<file path="src/rtl/pending_enc_pkg.sv">
// Shared constants and types for the 8-source pending-event encoder.
package pending_enc_pkg;

  localparam int unsigned N_SRC  = 8;
  localparam int unsigned CODE_W = 3;

  typedef enum logic [0:0] {
    StEmpty,
    StFull
  } state_e;

endpackage

</file>
<file path="src/rtl/prio_enc8_3.sv">
// Combinational 8-to-3 priority encoder; the highest set bit wins, idx=0 when nothing is set.
module prio_enc8_3
  import pending_enc_pkg::*;
(
  input  logic [N_SRC-1:0]  in,
  output logic [CODE_W-1:0] idx,
  output logic              any
);

  // Ascending scan: the last hit overwrites earlier ones, so the top bit wins.
  always_comb begin
    idx = '0;
    for (int unsigned i = 0; i < N_SRC; i++) begin
      if (in[i]) begin
        idx = CODE_W'(i);
      end
    end
    any = |in;
  end

endmodule

</file>
<file path="src/rtl/pending_encoder8_3.sv">
// Captures rising request edges into a pending set and emits them as 3-bit codes over
// valid/ready, highest index first, with a sticky overflow for edges that hit a pending source.
module pending_encoder8_3
  import pending_enc_pkg::*;
(
  input  logic              clk,
  input  logic              rst_n,
  input  logic [N_SRC-1:0]  req,
  output logic [CODE_W-1:0] code,
  output logic              valid,
  input  logic              ready,
  output logic              overflow,
  input  logic              ovf_clr
);

  logic [N_SRC-1:0]  req_q;
  logic [N_SRC-1:0]  pend_q, pend_d;
  logic [N_SRC-1:0]  rise;
  logic [N_SRC-1:0]  load_clr;
  logic [CODE_W-1:0] sel;
  logic [CODE_W-1:0] code_q, code_d;
  logic              any;
  logic              load;
  logic              ovf_q, ovf_d;
  logic              ovf_set;
  state_e            state_q, state_d;

  prio_enc8_3 u_prio (
    .in  (pend_q),
    .idx (sel),
    .any (any)
  );

  always_comb begin
    rise    = req & ~req_q;
    state_d = state_q;
    load    = 1'b0;
    case (state_q)
      StEmpty: begin
        if (any) begin
          load    = 1'b1;
          state_d = StFull;
        end
      end
      StFull: begin
        if (ready) begin
          if (any) begin
            load = 1'b1;
          end else begin
            state_d = StEmpty;
          end
        end
      end
      default: state_d = StEmpty;
    endcase

    load_clr = load ? (N_SRC'(1) << sel) : '0;
    // A fresh edge re-pends its source even when that source is being loaded this cycle.
    pend_d   = (pend_q & ~load_clr) | rise;
    ovf_set  = |(rise & pend_q & ~load_clr);
    ovf_d    = ovf_set | (ovf_q & ~ovf_clr);
    code_d   = load ? sel : code_q;
  end

  always_ff @(posedge clk or negedge rst_n) begin
    if (!rst_n) begin
      req_q   <= '0;
      pend_q  <= '0;
      code_q  <= '0;
      ovf_q   <= 1'b0;
      state_q <= StEmpty;
    end else begin
      req_q   <= req;
      pend_q  <= pend_d;
      code_q  <= code_d;
      ovf_q   <= ovf_d;
      state_q <= state_d;
    end
  end

  assign code     = code_q;
  assign valid    = (state_q == StFull);
  assign overflow = ovf_q;

endmodule

</file>
<file path="config.mk">
export PLATFORM = sky130hd
export DESIGN_NAME = pending_encoder8_3
export DESIGN_NICKNAME = d
export VERILOG_FILES = /design/src/rtl/pending_enc_pkg.sv /design/src/rtl/prio_enc8_3.sv /design/src/rtl/pending_encoder8_3.sv
export SDC_FILE = /design/constraint.sdc
export NUM_CORES = 1
export LEC_CHECK = 0
export ABC_AREA = 1
export CORE_ASPECT_RATIO = 1.5
export CORE_MARGIN = 5
export CORE_UTILIZATION = 45
export DETAILED_ROUTE_END_ITERATION = 8
export PLACE_DENSITY_LB_ADDON = 0.1
export SLEW_MARGIN = 5
export SYNTH_ARGS = -nofsm -noshare
export SYNTH_HDL_FRONTEND = slang
export SYNTH_SLANG_ARGS = --single-unit
</file>
<file path="constraint.sdc">
create_clock -name clk -period 1.5 [get_ports clk]
set_clock_uncertainty 0.2 [all_clocks]
set_input_delay 0.15 -clock clk [delete_from_list [all_inputs] [get_ports clk]]
set_output_delay 0.15 -clock clk [all_outputs]
set_load 0.05 [all_outputs]
</file>
==> flow_summary.toml <==
[clock_tree]
root_buffer = "clkbuf_4"
clkTransAtPathRegs_ns = 0.11
clock_latency_ns = 0.31
htreeDepth = 1
clockBufferDepth = 2
cts_buffers = 3
cts_tree = "done"
clock_sinks = 21

[floorplanning]
io_pins = 17
die_width_um = 47.5
dieArea_um2 = 3140
design.core.area_um2 = 2030
rows = 20
start_util_pct = 46.7
die_h_um = 66.2

[synthesis]
avgSynthCellArea_um2 = 8.38
ys_warn_count = 0
synth_fa_ha_area_share_pct = 0
synthTopCellsByArea = "dfrtp_1, nand2_1, inv_1"
ys_seq_elements = 21
synth_cells = 113
synth_compound_area_share_pct = 5.42
synthesis.nets = 125
muxShareOfSynthArea_pct = 1.59
synth_top_family_by_area = "simple AND/OR/NAND/NOR gates"
synth_xor_area_share_pct = 0
synth_seq_area_share_pct = 55.5
ys_types = 20
netlist_area_um2 = 947
synth_top_area_share_pct = 55.5
synth_top_cell_by_area = "dfrtp_1"
synth_simple_gate_area_share_pct = 29.2

[place]
place_hpwl_um = 1450
dp.cells = 166
port_buffers = 16
routabilityCongestion = 0.784
place_ws_ns = -0.361

[worst_setup_path]
path_class = "reg2reg"
cp-startpoint = "pend_q[7]"
crit_chain = "nor2_2 -> buf_4 -> nand3_2 -> nand3_2 -> nand3_2 -> a21oi_2 -> nand2_1 -> inv_1 -> nand2_1"
critPathLaunchType = "register"
cp-end-kind = "register"
r2r-start = "pend_q[7]"
cp.required_ns = 1.51
slowest_delay_ns = 0.44
cp_common_cell = "nand3_2"
regToRegSetupSlack_ns = -0.05
slowest_stage = "dfrtp_1"
cp.arrival_ns = 1.56
path_max_fanout = 3

[timing]
timing.final.ws_setup_ns = -0.0492
hold-worst-slack_ns = 0.0993
final-hold-violation-count = 0
min_period_over_period_pct = 103
tightest_slew_ns = 0.256
slew_headroom_pct = 83.0
setup-violations-final = 3
max_freq_mhz = 646
rsz0062_at_grt = "true"
min_period_ns = 1.55
final_max_slew_viol_count = 0

[routing]
dr.first_iter.drc_count = 10
via_count = 850
wire_per_inst_um = 10.8
postRouteAntennaNets = 0
firstDrtPassIters = 2
route.detailed.drc = 0
vias_per_cell = 4.78
wl_um = 1920

[grt]
track_usage_pct = 14.2
grt_pass1_wl_um = 3190
grt_max_degree = 22
grt_pass1_vias = 837
antenna_found_initial = 0
gr-total-overflow = 0

[cells_and_area]
diodes = 0
final_common_cell = "nand2_1"
nFillCells = 178
instances_no_fill = 178
layout-drive-gt1-share_pct = 34.6
final-seq-area_um2 = 527
multi_input_area_um2 = 382
areaGrowthSynthToFinish_pct = 50.9
nNetsFinal = 169
final_cell_mix = "nand2_1, buf_4, dfrtp_1, inv_1, nor2_1"

[power_and_ir_drop]
p_per_area_nw_per_um2 = 897
total_power_w = 0.00128
peakVddDrop_uv = 544
power.leakage_nw = 0.750

[min_path]
min_path_type = "in2reg"
hp-start = "req[3]"

[outcome]
violations = "negative setup slack"
status = "complete, but fails checks"

[run]
drv_cap = 0
[Yosys cell counts]
master,n
nor3_1,1
inv_2,3
nor2_1,14
nor2_4,1
o21ai_0,6
nand2_2,2
or2_2,1
nor3_2,1
inv_1,18
dfrtp_1,21
a21oi_1,2
nand3_2,1
nand4_1,1
nand2_1,29
mux2_4,1
nand2_4,1
a31oi_1,1
o21ai_1,1
nor2_2,2
nand3_1,6
[timing repair]
action,4_1_cts,5_1_grt
buffers inserted,5,2
hold buffers,1,0
setup endpoints to repair,3,4
gates resized for setup,9,3
pin swaps,6,4
endpoints found under the hold margin,21,0
[sequential cells by signal (all words and copies together), names as in the netlist]
register	count
req_q	8
valid	1
pend_q	8
overflow	1
code	3
[power by group]
part / internal (W) / leakage (nW) / switching (W)
combinational: 0.000192 / 0.513 / 0.000180
sequential: 0.000606 / 0.222 / 0.0000323
clock: 0.000104 / 0.0150 / 0.000167
[through the flow]
step / util, % / TNS, ns / cell area (um2)
floorplan: - / 0 / 956
detailed placement: 64.4 / -0.698 / 1310
global placement: 64.4 / -0.499 / 1310
CTS: 69.6 / -0.0311 / 1410
finish: 70.5 / -0.0851 / 1430
global route: 70.5 / -0.388 / 1430
[cell type report]
cell class | instances | area share [%]
sequential | 21 | 36.9
timing repair buffer | 39 | 27.0
multi-input combinational | 71 | 26.7
inverter | 21 | 5.69
tap | 22 | 1.93
clock buffer | 4 | 1.84
[cell families (layout without fill, tap and decap cells)]
kind of cell | after synthesis | after routing
compound gates | 10 | 10
mux | 1 | 1
buf+inv | 21 | 64
simple gates | 60 | 60
flops | 21 | 21
[routing by layer]
| layer | global-route usage, % | up-vias | wire length, um |
|---|---|---|---|
| met5 | 0 | - | 0 |
| met2 | 26.3 | 13 | 1030 |
| met1 | 13.8 | 396 | 760 |
| met3 | 1.63 | 5 | 73 |
| met4 | 8.30 | 0 | 53 |
| li1 | - | 436 | - |
[worst max-delay path, delay by kind of cell (launching register included)]
| family | cells | cell delay, ns |
|---|---|---|
| AND/OR/NAND/NOR | 6 | 0.50 |
| flip-flops | 1 | 0.44 |
| buffers and inverters | 2 | 0.18 |
| AO/OA/AOI/OAI | 1 | 0.13 |
[worst paths after layout]
check	endpoint	cells after the start
worst max-delay path	overflow	9
worst min-delay path	req_q[3]	1
worst max register to register	overflow	9
worst min register to register	pend_q[2]	1
max in group asynchronous	valid	3
min in group asynchronous	req_q[7]	3
Note: power is estimated with default switching activity, not from simulation.
